$ cat src/rtl/temporal_decoder_if.sv
// Stream bundle for the temporal decoder: encoded HVs in, decoded HVs out,
// plus the sequence-boundary control that resets the rebuilt history.
interface temporal_decoder_if #(
    parameter int HV_DIMENSION = 8
);
    logic                    seq_clear;
    logic                    hvin_valid;
    logic                    hvin_ready;
    logic [HV_DIMENSION-1:0] hvin;
    logic                    hvout_valid;
    logic                    hvout_ready;
    logic [HV_DIMENSION-1:0] hvout;

    modport master (
        output seq_clear, hvin_valid, hvin, hvout_ready,
        input  hvin_ready, hvout_valid, hvout
    );

    modport slave (
        input  seq_clear, hvin_valid, hvin, hvout_ready,
        output hvin_ready, hvout_valid, hvout
    );
endinterface

$ cat src/rtl/temporal_decoder.sv
// Inverse n-gram temporal encoder: x_t = y_t ^ (x_{t-1}>>1) ^ ... ^ (x_{t-N+1}>>(N-1)),
// with the shifted history rebuilt locally from previously decoded vectors.
module temporal_decoder #(
    parameter int HV_DIMENSION = 8,
    parameter int NGRAM_SIZE   = 3
) (
    input  logic                clk,
    input  logic                rst,
    temporal_decoder_if.slave   bus
);
    localparam logic [1:0] IDLE    = 2'd0;
    localparam logic [1:0] COMPUTE = 2'd1;
    localparam logic [1:0] OUT     = 2'd2;

    logic [1:0]              state_reg;
    logic [1:0]              state_next;
    logic [HV_DIMENSION-1:0] y_reg;
    logic [HV_DIMENSION-1:0] x_reg;
    logic [HV_DIMENSION-1:0] hist_reg  [1:NGRAM_SIZE-1];
    logic [HV_DIMENSION-1:0] hist_next [1:NGRAM_SIZE-1];
    logic [HV_DIMENSION-1:0] hist_xor;

    logic in_fire;
    logic out_fire;

    assign bus.hvin_ready  = (state_reg == IDLE);
    assign bus.hvout_valid = (state_reg == OUT);
    assign bus.hvout       = x_reg;

    assign in_fire  = bus.hvin_valid  && (state_reg == IDLE);
    assign out_fire = bus.hvout_ready && (state_reg == OUT);

    // hist[i] mirrors the encoder's ngram[i] = x_{t-i} >> i.
    genvar gi;
    generate
        for (gi = 1; gi < NGRAM_SIZE; gi++) begin : g_hist
            if (gi == 1) begin : g_first
                assign hist_next[gi] = x_reg >> 1;
            end else begin : g_rest
                assign hist_next[gi] = hist_reg[gi-1] >> 1;
            end
        end
    endgenerate

    always_comb begin
        hist_xor = '0;
        for (int i = 1; i < NGRAM_SIZE; i++) begin
            hist_xor = hist_xor ^ hist_reg[i];
        end
    end

    always_comb begin
        state_next = state_reg;
        case (state_reg)
            IDLE:    if (in_fire)  state_next = COMPUTE;
            COMPUTE: state_next = OUT;
            OUT:     if (out_fire) state_next = IDLE;
            default: state_next = IDLE;
        endcase
    end

    always_ff @(posedge clk) begin
        if (rst) begin
            state_reg <= IDLE;
            y_reg     <= '0;
            x_reg     <= '0;
        end else begin
            state_reg <= state_next;
            if (in_fire) begin
                y_reg <= bus.hvin;
            end
            // A clear landing in COMPUTE must decode against the cleared history.
            if (state_reg == COMPUTE) begin
                x_reg <= bus.seq_clear ? y_reg : (y_reg ^ hist_xor);
            end
        end
    end

    // Clear wins over the history shift when both happen on the same edge.
    always_ff @(posedge clk) begin
        for (int i = 1; i < NGRAM_SIZE; i++) begin
            if (rst || bus.seq_clear) begin
                hist_reg[i] <= '0;
            end else if (out_fire) begin
                hist_reg[i] <= hist_next[i];
            end
        end
    end
endmodule

$ cat src/flat_wrapper.sv
// flat-port wrapper written by rule: the top's interface ports become plain ports
module temporal_decoder_flat 
#(
    parameter int HV_DIMENSION = 8,
    parameter int NGRAM_SIZE   = 3
)
  (clk, rst, bus_seq_clear, bus_hvin_valid, bus_hvin, bus_hvout_ready, bus_hvin_ready, bus_hvout_valid, bus_hvout);
  temporal_decoder_if #(.HV_DIMENSION(HV_DIMENSION)) bus_i ();
  input  logic clk;
  input  logic rst;
  input wire logic [$bits(bus_i.seq_clear)-1:0] bus_seq_clear;
  input wire logic [$bits(bus_i.hvin_valid)-1:0] bus_hvin_valid;
  input wire logic [$bits(bus_i.hvin)-1:0] bus_hvin;
  input wire logic [$bits(bus_i.hvout_ready)-1:0] bus_hvout_ready;
  output wire logic [$bits(bus_i.hvin_ready)-1:0] bus_hvin_ready;
  output wire logic [$bits(bus_i.hvout_valid)-1:0] bus_hvout_valid;
  output wire logic [$bits(bus_i.hvout)-1:0] bus_hvout;
  assign bus_i.seq_clear = bus_seq_clear;
  assign bus_i.hvin_valid = bus_hvin_valid;
  assign bus_i.hvin = bus_hvin;
  assign bus_i.hvout_ready = bus_hvout_ready;
  assign bus_hvin_ready = bus_i.hvin_ready;
  assign bus_hvout_valid = bus_i.hvout_valid;
  assign bus_hvout = bus_i.hvout;
  temporal_decoder #(.HV_DIMENSION(HV_DIMENSION), .NGRAM_SIZE(NGRAM_SIZE)) u_core (.clk(clk), .rst(rst), .bus(bus_i));
endmodule
$ cat config.mk
export PLATFORM = sky130hd
export DESIGN_NAME = temporal_decoder_flat
export DESIGN_NICKNAME = d
export VERILOG_FILES = /design/src/rtl/temporal_decoder_if.sv /design/src/rtl/temporal_decoder.sv /design/src/flat_wrapper.sv
export SDC_FILE = /design/constraint.sdc
export NUM_CORES = 1
export LEC_CHECK = 0
export BUFFER_PORTS_ARGS = -buffer_cell sky130_fd_sc_hd__buf_4
export CAP_MARGIN = 30
export CORE_MARGIN = 3
export CORE_UTILIZATION = 43
export DETAILED_ROUTE_END_ITERATION = 10
export GPL_TIMING_DRIVEN = 1
export HOLD_SLACK_MARGIN = 0.1
export SYNTH_ARGS = -nofsm -noshare
export SYNTH_HDL_FRONTEND = slang
export SYNTH_SLANG_ARGS = --single-unit
export TNS_END_PERCENT = 50
$ cat constraint.sdc
create_clock -name clk -period 1.5 [get_ports clk]
set_clock_uncertainty 0.05 [all_clocks]
set_input_delay 0.15 -clock clk [delete_from_list [all_inputs] [get_ports clk]]
set_output_delay 0.15 -clock clk [all_outputs]
set_load 0.05 [all_outputs]
== Yosys cells after proc, flatten, opt, wreduce, memory -nomap -nowiden ==
Memory sizes are Yosys's and may differ from the RTL's.
Index checks and enable logic that the tools add are counted.

* Mux-type cells: 11
* Eq/ne operators: 4
* Reduce and logical (&&, ||, !) cells: 5
* Bitwise gates (word level): 4

{| class="wikitable"
|+ Operators by type and width
! operator !! number
|-
| 8-bit XOR || 2
|-
| 7-bit 2-to-1 mux || 2
|-
| 8-bit 2-to-1 mux || 1
|-
| 2-bit one-hot mux with 3 select lines || 1
|-
| 1-bit 2-to-1 mux || 5
|-
| 2-bit 2-to-1 mux || 2
|-
| 2-bit by 1-bit inequality test with 1-bit output (second input constant) || 2
|-
| 2-bit by 1-bit equality test with 1-bit output (second input constant) || 1
|-
| 2-bit equality test (second input constant) || 1
|-
| 1-bit logical AND || 2
|-
| 2-bit logical NOT || 1
|-
| 1-bit OR || 2
|-
| 2-bit AND reduction || 1
|-
| 1-bit logical OR || 1
|}

* Memory bits (writable): 14
* Output and inout bits: 10
* Input bits: 13
* Memories: 1
* Logic and storage cells: 28
* Flip-flop bits (word level): 18

{| class="wikitable"
|+ Memories
! memory !! depth !! bits a word !! rd ports !! clocked after memory_dff !! wr ports !! RTL line !! source
|-
| u_core.hist_reg || 2 || 7 || 2 || 0 || 2 || temporal_decoder.sv:19 || <nowiki>logic [HV_DIMENSION-1:0] hist_reg [1:NGRAM_SIZE-1];</nowiki>
|}

== Logic depth before layout (Yosys ltp) ==
Gate-level depths: netlist (run 1).

* Depth in word-level cells: 6
* Gate-level depth with buffers: 5
* Mapped depth without buffers: 3

== Least setup slack after synthesis (run 1) ==
No wires, ideal clock.

* Path kind: input -> register
* Start point: input rst
* End point: memory u_core.hist_reg[1][0] in the netlist's numbering, enable pin
* Path buffers: 1
* Stages on the path: 3
* Setup slack: 267 ps
* Setup time: 356 ps
* Arrival: 828 ps
* Data required time: 1094 ps
* Cell sequence: clkbuf_1 > nor2_1 > nand2_1

{| class="wikitable"
|+ RTL lines
! element !! RTL line !! source
|-
| from (decl) || flat_wrapper.sv:10 || <nowiki>input logic rst;</nowiki>
|-
| to (decl) || temporal_decoder.sv:19 ||
|}

== Worst setup path after layout (run 1) ==
* Start point: register u_core.state_reg[0]
* End point: output bus_hvout_valid

* Cells in the longest elaborated chain, start to end: 1

{| class="wikitable"
|+ Ends and longest elaborated chain
! element !! RTL line !! source
|-
| from (decl) || temporal_decoder.sv:15 || <nowiki>logic [1:0] state_reg;</nowiki>
|-
| from (signal assigned) || temporal_decoder.sv:68 || <nowiki>state_reg <= state_next;</nowiki>
|-
| 2-bit equality test || temporal_decoder.sv:27 || <nowiki>assign bus.hvout_valid = (state_reg == OUT);</nowiki>
|-
| to (decl) || flat_wrapper.sv:16 || <nowiki>output wire logic [$bits(bus_i.hvout_valid)-1:0] bus_hvout_valid;</nowiki>
|}

Every way passes these cells.

==> results of run 1 <==
## how the worst max path moves through the flow
stage | from | cells past startpoint | endpoint | slack [ns]
final | u_core.state_reg[0] | 3 | bus_hvout_valid | 0.13
after global routing | u_core.state_reg[1] | 5 | u_core.y_reg[6] | 0.05
after CTS | bus_hvout_ready | 5 | u_core.hist_reg[2][1] | 0.03
after detailed placement | u_core.state_reg[0] | 3 | u_core.hist_reg[1][6] | -0.21
after global placement | u_core.state_reg[0] | 3 | u_core.hist_reg[1][2] | -0.17
after floorplan | rst | 3 | u_core.hist_reg[1][0] | 0.27
## cell type report
type / instances / area (um^2)
clock inverter: 1 / 3.75
tap: 42 / 52.6
fill: 273 / 1180
inverter: 1 / 3.75
sequential: 31 / 751
timing repair buffer: 41 / 330
clock buffer: 7 / 55.1
multi-input combinational: 76 / 528
## layer usage
metal / track usage [%] / part of all wire, % / vias to the layer above
met4: 6.34 / 1.0 / 0
met2: 24.1 / 50 / 18
met3: 4.14 / 4.2 / 4
li1: - / - / 482
met1: 17.5 / 45 / 449
met5: 0 / 0 / -
## report_power, final
part / switching [mW] / total [mW] / internal [mW]
combinational: 0.169 / 0.304 / 0.135
clock: 0.258 / 0.483 / 0.225
sequential: 0.0308 / 0.957 / 0.926
total: 0.458 / 1.74 / 1.29
## cell usage in the layout (no fill, tap or decap)
cell            n
a211oi_1        1
a21oi_1         1
a311oi_1        3
a311oi_2        3
and2_1          5
and2_2          8
and2b_2         1
buf_4          32
clkbuf_1        1
clkbuf_4        5
clkbuf_8        1
clkinv_1        1
dfxtp_1        18
dlygate4sd3_1   9
edfxtp_1       13
inv_1           1
mux2i_1         9
nand2_1         1
nand3b_1        1
nor2_1         19
nor2b_1         3
nor3_4          1
nor3b_1         1
o21ai_0         6
or3_1           6
xnor2_1         7
## critical path, delay by kind of cell, from the launching register on
kind | cells | cell delay [ns]
buffers and inverters | 2 | 0.30
flip-flops | 1 | 0.34
AND/OR/NAND/NOR | 1 | 0.21
## kinds of logic after synthesis
group | synth area share, %
xor gates and xnor gates | 4.45
muxes | 6.54
DFF | 54.5
AOI/OAI and AO/OA | 8.27
and+or+nand+nor | 18.3
buffers and inverters | 7.99
## what timing repair did
item                       CTS  global route
setup endpoints to repair   13            13
cloned                       0             0
hold buffers                 9             0
hold endpoints to repair     9             0
pin swaps                    0             0
gates resized for setup      1             1
==> results.yml, run 1 <==
outcome:
  outcome: "completed"
finish:
  final_layout_size_suffix_gt1_share_pct: 32.5
  final_area_um2: 1720
  flip_flop_count_of_the_largest_register_after_layout: 13
  antenna-diode-count: 0
  area_delta_synth_final_pct: 25.2
  num-nets-final: 169
  finalCoreUtilization_pct: 59.4
  post_layout_nonfiller_instances: 199
clock_tree:
  cts_root_buffer: "clkbuf_4"
  path_clk_slew_ns: 0.09
  clk-insertion-delay-late_ns: 0.31
  cts_htree_levels: 2
  cts_tree: "built"
  clock_sink_count: 31
  numCtsBuffers: 5
  clock_tree.buffer_depth: 2
  cts_setup_buffers: 0
sta:
  timing.final.crit_share_pct: 91.5
  setup_viol_count_final: 0
  slew-limit-headroom_pct: 74.2
  fmax_mhz: 729
  rsz_0062_raised_after_global_routing: "false"
  totalNegativeSetupSlack_ns: 0
  worst_slew_pin_slew_ns: 0.386
  timing.final.hold_violations: 0
  timing.hold.ws_ns: 0.227
  final_period_minus_worst_setup_slack_ns: 1.37
  timing.final.max_slew_violations: 0
  final_critical_path_setup_slack_ns: 0.128
drt:
  wire_per_inst_um: 13.1
  totalWireLength_um: 2610
  dr.pass1.iters: 4
  drtAntennaViolNets: 0
  drt-initial-drc-count: 58
  vias_per_cell: 4.79
  drc_errors: 0
  dr_total_vias: 953
flow_run:
  drv.max_cap_violation_count: 0
logic_synthesis:
  synth_async_sr_flop_share_pct: 0
  synth_enable_flop_cells: 13
  synth_cell_type_count: 26
  yosys_warnings: 0
  mappedNetlistNets: 135
  avgSynthCellArea_um2: 11.3
  synth-main-ff-cell: "dfxtp_1"
  post_synth_inst_count: 122
  ys_top_cells_by_area: "edfxtp_1 (28%), dfxtp_1 (26%), mux2i_1 (6.5%), nor2_1 (5.2%), buf_4 (4.9%)"
  synth.largest_area_cell: "edfxtp_1"
  mappedNetlistArea_um2: 1380
  synth.yosys.seq_area_share_pct: 54.5
  commonest_cells_post_synth: "nor2_1 (19), dfxtp_1 (18), edfxtp_1 (13)"
  post-synth-top-count-cell: "nor2_1"
  synth.top_cell.area_share_pct: 28.3
  number_of_flip_flops_and_latches_in_the_synthesized_netlist: 31
worst_setup_path:
  path_max_fanout: 4
  timing.reg2reg.worst_path_depth: 5
  type_of_origin_of_the_critical_path: "register"
  worst_ep_required_time_ns: 1.30
  worstReg2RegStart: "u_core.state_reg[1]"
  crit_slowest_cell: "dfxtp_1"
  crit_type: "reg -> out"
  crit_path_cell_trace: "buf_4, and2b_2, buf_4"
  critical_path.reg2reg.endpoint: "u_core.y_reg[4]"
  reg2reg_slack_ns: 0.13
  critical_path_arrival_ns: 1.17
  critical_path.max_stage_delay_ns: 0.34
  critical_path.endpoint_type: "output port"
  worst_path_most_repeated_cell: "buf_4"
power_and_ir_drop:
  power_density_nw_per_um2: 1010
  power.total_mw: 1.74
  static-leakage-power_nw: 0.694
  ir_drop_uv: 766
floorplan:
  die_height_um: 62.6
  initial_utilization_pct: 47.5
  chip_width_um: 62.6
  die_outline_area_um2: 3920
  io_pins: 23
  floorplan.rows: 19
  core_region_area_um2: 2900
hold_path:
  timing.hold.worst_path_depth: 3
  holdCritPathClass: "in -> reg"
  hold-path-endpoint: "u_core.bus.hvout[4]"
  holdCritStartpoint: "rst"
placed_design:
  dpl_worst_slack_ns: -0.210
  gpl.final_weighted_congestion: 0.709
  numPortBuffers: 22
  placed_area_um2: 1560
  dp_hpwl_um: 1860
  placed_cells: 182
global_routing:
  overflow: 0
  grt_max_degree: 20
  track_usage_pct: 14.5
  grt_pass1_vias: 973
  antenna_found_initial: 0
  first_pass_grt_wire_length_um: 4430
No activity file was read; power rests on OpenSTA's default activity.
==> run 2, diff against run 1 <==
--- a/config.mk
+++ b/config.mk
@@ -7,9 +7,11 @@
 export LEC_CHECK = 0
 export BUFFER_PORTS_ARGS = -buffer_cell sky130_fd_sc_hd__buf_4
 export CAP_MARGIN = 30
+export CORE_ASPECT_RATIO = 1.4
 export CORE_MARGIN = 3
 export CORE_UTILIZATION = 43
 export DETAILED_ROUTE_END_ITERATION = 10
+export GPL_ROUTABILITY_DRIVEN = 1
 export GPL_TIMING_DRIVEN = 1
 export HOLD_SLACK_MARGIN = 0.1
 export SYNTH_ARGS = -nofsm -noshare
==> run 2 against run 1 <==
Cell count shrank 3.5%. Count of clock-buffer cells in the layout shrank 2. Fmax grew 3.6%. Design area shrank 0.43%. Wire length shrank 4.6%. Sequential cell count is the same. Worst setup slack gained 0.048 ns. Critical endpoint is now u_core.hist_reg[2][0]. Largest power group unchanged.
==> results.yml, run 2 (synthesis results as in run 1) <==
placed_design:
  numPortBuffers: 22
  dp_hpwl_um: 1750
  gpl.final_weighted_congestion: 0.717
  dpl_worst_slack_ns: -0.00308
power_and_ir_drop:
  power.share.combinational_pct: 15.8
  share_seq_of_total_power_pct: 51.2
  power.total_mw: 1.87
  power_density_nw_per_um2: 1090
  cell_internal_pwr_mw: 1.37
  switching_share_pct: 26.4
  static-leakage-power_nw: 0.698
  power.share.clock_pct: 33.0
  ir_drop_uv: 768
  net-switching-power_uw: 492
flow_run:
  drv.max_cap_violation_count: 0
floorplan:
  core_region_area_um2: 2960
  chip_width_um: 53.8
  floorplan.rows: 23
  die_outline_area_um2: 3930
  die_height_um: 73.0
  io_pins: 23
  initial_utilization_pct: 46.5
outcome:
  outcome: "completed"
global_routing:
  antenna_found_initial: 0
  grt_pass1_vias: 990
  track_usage_pct: 15.3
  first_pass_grt_wire_length_um: 4220
  grt_max_degree: 20
  overflow: 0
sta:
  final_critical_path_setup_slack_ns: 0.175
  timing.final.crit_share_pct: 88.3
  rsz_0062_raised_after_global_routing: "false"
  worst_slew_pin_slew_ns: 0.337
  totalNegativeSetupSlack_ns: 0
  slew-limit-headroom_pct: 77.4
  timing.final.hold_violations: 0
  timing.final.max_slew_violations: 0
  final_period_minus_worst_setup_slack_ns: 1.32
  fmax_mhz: 755
  setup_viol_count_final: 0
clock_tree:
  cts_htree_levels: 2
  cts_setup_buffers: 0
  cts_tree: "built"
  cts_root_buffer: "clkbuf_8"
  clock_sink_count: 31
  numCtsBuffers: 5
  path_clk_slew_ns: 0.07
  clock_tree.buffer_depth: 2
  clk-insertion-delay-late_ns: 0.28
worst_setup_path:
  worst-path-buf-inv: 1
  critical_path.endpoint_type: "register"
  path_max_fanout: 8
  crit_slowest_cell: "dfxtp_1"
  critical_path_arrival_ns: 1.43
  crit_path_cell_trace: "nand3b_1, nor3_2, buf_2, and2_2"
  worst_ep_required_time_ns: 1.60
  crit_type: "reg -> reg"
  type_of_origin_of_the_critical_path: "register"
  critical_path.max_stage_delay_ns: 0.31
  cpLargestDelayFamily: "simple AND/OR/NAND/NOR gates"
  reg2reg_slack_ns: 0.18
drt:
  drc_errors: 0
  vias_per_cell: 4.92
  dr.pass1.iters: 4
  drt-initial-drc-count: 37
  totalWireLength_um: 2490
  drtAntennaViolNets: 0
  routedLengthMet1_um: 1060
  dr_total_vias: 945
  detailroute.wirelength.met2_um: 1270
  wire_per_inst_um: 12.9
  highest_layer: "met4"
  wl_met3_um: 114
finish:
  mostFrequentLayoutCells: "buf_4 (30), nor2_1 (19), dfxtp_1 (18)"
  final_layout_size_suffix_gt1_share_pct: 33.5
  fillerInstances: 262
  num-nets-final: 167
  area_delta_synth_final_pct: 24.6
  flip_flop_count_of_the_largest_register_after_layout: 13
  finalCoreUtilization_pct: 57.9
  antenna-diode-count: 0
  layout.cells.most_common: "buf_4"
hold_path:
  holdCritPathClass: "in -> reg"
==> run 2: cell types whose count changed in the layout (fill, tap and decap cells not counted) <==
cell	delta
clkbuf_1	-1
clkbuf_4	-5
nor3_4	-1
dlygate4sd3_1	-1
clkbuf_8	+4
nor3_2	+1
buf_2	+1
clkinv_1	-1
clkinv_2	+3
buf_4	-2
==> run 2: worst register-to-register path, stage by stage (launching register included) <==
cell	delay, ns
dfxtp_1	0.31
nand3b_1	0.18
nor3_2	0.28
buf_2	0.24
and2_2	0.15
==> run 2: through the flow <==
stage,area (um^2),std cells,hold slack (ns)
finish,1720,192,0.136
global route,1720,192,0.172
CTS,1720,192,0.136
detailed placement,1550,176,0.340
global placement,1540,175,0.333
floorplan,1380,122,0.247
==> run 2: worst paths after layout <==
check                            from               endpoint  cells after the start
setup / recovery  u_core.state_reg[0]  u_core.hist_reg[2][0]                      4
hold / removal        bus_hvout_ready    u_core.state_reg[1]                      4
setup reg to reg  u_core.state_reg[0]  u_core.hist_reg[2][0]                      4
hold reg to reg   u_core.bus.hvout[0]    u_core.bus.hvout[0]                      2
==> run 2: area by class of cell <==
class | count | area [um^2] | area share (%)
multi-input combinational | 76 | 522 | 30.4
clock buffer | 5 | 68.8 | 4.01
clock inverter | 3 | 15.0 | 0.875
tap | 37 | 46.3 | 2.70
inverter | 1 | 3.75 | 0.219
sequential | 31 | 751 | 43.7
timing repair buffer | 39 | 310 | 18.1
==> run 2: repair_timing <==
action,4_1_cts,5_1_grt
endpoints found under the setup margin,7,0
hold buffers,8,0
endpoints found under the hold margin,8,0
gates resized for setup,1,0
==> run 2: routing by layer <==
metal / global-route usage [%] / up-vias
li1: - / 479
met1: 16.1 / 443
met2: 26.4 / 17
met3: 5.73 / 6
met4: 5.97 / 0
met5: 0 / -
==> run 2: power by group through the flow <==
stage	combinational, mW	clock [mW]	sequential (mW)
floorplan	0.206	0	0.975
global placement	0.276	0	0.973
global route	0.325	0.664	0.962
finish	0.295	0.616	0.956
CTS	0.299	0.632	0.957
detailed placement	0.280	0	0.975
==> run 3, diff against run 2 <==
--- a/config.mk
+++ b/config.mk
@@ -10,6 +10,7 @@
 export CORE_ASPECT_RATIO = 1.4
 export CORE_MARGIN = 3
 export CORE_UTILIZATION = 43
+export CTS_BUF_LIST = sky130_fd_sc_hd__clkbuf_4
 export DETAILED_ROUTE_END_ITERATION = 10
 export GPL_ROUTABILITY_DRIVEN = 1
 export GPL_TIMING_DRIVEN = 1
==> run 3 against run 2 <==
Clock power fell by 24%. Die area unchanged. Sequential share of layout area rose by 0.55 points. Critical path type is now reg -> out. Non-clock buffer count is 1 higher. Cell count is 0.52% higher. Wire length increased by 1.7%. Largest power group unchanged. Critical endpoint is now bus_hvout_valid. Register-to-register slack about the same. Highest routed layer unchanged. Sequential power is essentially flat. Critical path depth decreased by 1. Total power fell by 7.9%. Combinational power is essentially flat. Sequential cell count unchanged.
==> results.yml, run 3 (synthesis results as in run 1) <==
clock_tree:
  cts_setup_buffers: 0
  cts_htree_levels: 2
  clock_tree.buffer_depth: 2
  cts_tree: "built"
  clk-insertion-delay-late_ns: 0.33
  cts_root_buffer: "clkbuf_4"
  clock_sink_count: 31
  path_clk_slew_ns: 0.10
  numCtsBuffers: 5
finish:
  area_delta_synth_final_pct: 23.1
  fillerInstances: 264
  mostFrequentLayoutCells: "buf_4 (30), nor2_1 (19), dfxtp_1 (18)"
  final_area_um2: 1700
  finalCoreUtilization_pct: 57.2
  antenna-diode-count: 0
  final_layout_size_suffix_gt1_share_pct: 33.3
  num-nets-final: 168
  flip_flop_count_of_the_largest_register_after_layout: 13
  layout.cells.most_common: "buf_4"
sta:
  timing.final.hold_violations: 0
  timing.final.max_slew_violations: 0
  final_critical_path_setup_slack_ns: 0.101
  timing.final.crit_share_pct: 93.3
  setup_viol_count_final: 0
  rsz_0062_raised_after_global_routing: "false"
  slew-limit-headroom_pct: 78.2
  fmax_mhz: 715
  final_period_minus_worst_setup_slack_ns: 1.40
  worst_slew_pin_slew_ns: 0.325
  totalNegativeSetupSlack_ns: 0
global_routing:
  grt_pass1_vias: 999
  grt_max_degree: 20
  first_pass_grt_wire_length_um: 4340
  track_usage_pct: 15.8
  overflow: 0
  antenna_found_initial: 0
power_and_ir_drop:
  power.share.clock_pct: 27.2
  static-leakage-power_nw: 0.690
  ir_drop_uv: 673
  switching_share_pct: 28.3
  share_seq_of_total_power_pct: 55.5
  power.total_mw: 1.72
  power.share.combinational_pct: 17.3
  net-switching-power_uw: 487
  cell_internal_pwr_mw: 1.23
  power_density_nw_per_um2: 1010
outcome:
  outcome: "completed"
placed_design:
  gpl.final_weighted_congestion: 0.717
  placed_area_um2: 1550
  dpl_worst_slack_ns: -0.00308
  numPortBuffers: 22
  dp_hpwl_um: 1750
floorplan:
  initial_utilization_pct: 46.5
  io_pins: 23
  core_region_area_um2: 2960
  die_height_um: 73.0
  die_outline_area_um2: 3930
  floorplan.rows: 23
  chip_width_um: 53.8
worst_setup_path:
  crit_type: "reg -> out"
  critical_path_arrival_ns: 1.20
  path_max_fanout: 4
  worst_ep_required_time_ns: 1.30
  critical_path.endpoint_type: "output port"
  type_of_origin_of_the_critical_path: "register"
drt:
  drc_errors: 0
  wire_per_inst_um: 13.1
  totalWireLength_um: 2530
  drtAntennaViolNets: 0
  drt-initial-drc-count: 25
  dr.pass1.iters: 4
  dr_total_vias: 946
  vias_per_cell: 4.90
flow_run:
  drv.max_cap_violation_count: 0
hold_path:
  holdCritPathClass: "in -> reg"
[run 3: cell count changes in the layout (fill, tap and decap cells not counted), sizes merged]
cell,previous run,this run
dlygate4sd3,8,9
[run 3: path summary, 6_finish.rpt]
path,startpoint,to,slack (ns),cells after the start
hold / removal,rst,u_core.bus.hvout[1],0.20,3
setup reg to reg,u_core.state_reg[0],u_core.hist_reg[1][3],0.17,4
hold reg to reg,u_core.bus.hvout[0],u_core.bus.hvout[0],0.46,2
setup / recovery,u_core.state_reg[0],bus_hvout_valid,0.10,3
[run 3: repair_timing]
action,in CTS,in global routing
hold buffers,9,0
resized for setup,1,0
hold endpoints to repair,9,0
setup endpoints to repair,8,0
[run 3: final cells by class]
class,count,area [um^2],area share (%)
well taps,37,46.3,2.73
inverters,1,3.75,0.221
clock inverters,3,15.0,0.886
multi-input cells,76,522,30.8
repair buffers,40,320,18.9
clock buffers,5,37.5,2.21
flip-flops and latches,31,751,44.3
[run 3: worst max-delay path, cell delays in order, from the launching register on]
cell,delay [ns]
dfxtp_1,0.32
buf_4,0.14
and2b_2,0.22
buf_4,0.19
[run 3: per-stage QoR]
stage | hold slack (ns) | instances
detailed placement | 0.340 | 176
global placement | 0.333 | 175
floorplan | 0.247 | 122
CTS | 0.186 | 193
finish | 0.197 | 193
global route | 0.212 | 193
[run 3: per-layer routing]
layer / routed length [um] / vias to the layer above / GRT usage, %
met4: 47 / 0 / 7.67
met3: 117 / 7 / 5.11
met1: 1070 / 437 / 16.8
met2: 1290 / 20 / 27.0
li1: - / 482 / -
met5: 0 / - / 0
[run 3: power groups by stage]
stage	logic [mW]	clock network (mW)	registers, mW
detailed placement	0.280	0	0.975
CTS	0.301	0.486	0.956
global route	0.327	0.520	0.962
global placement	0.276	0	0.973
finish	0.298	0.467	0.955
floorplan	0.206	0	0.975
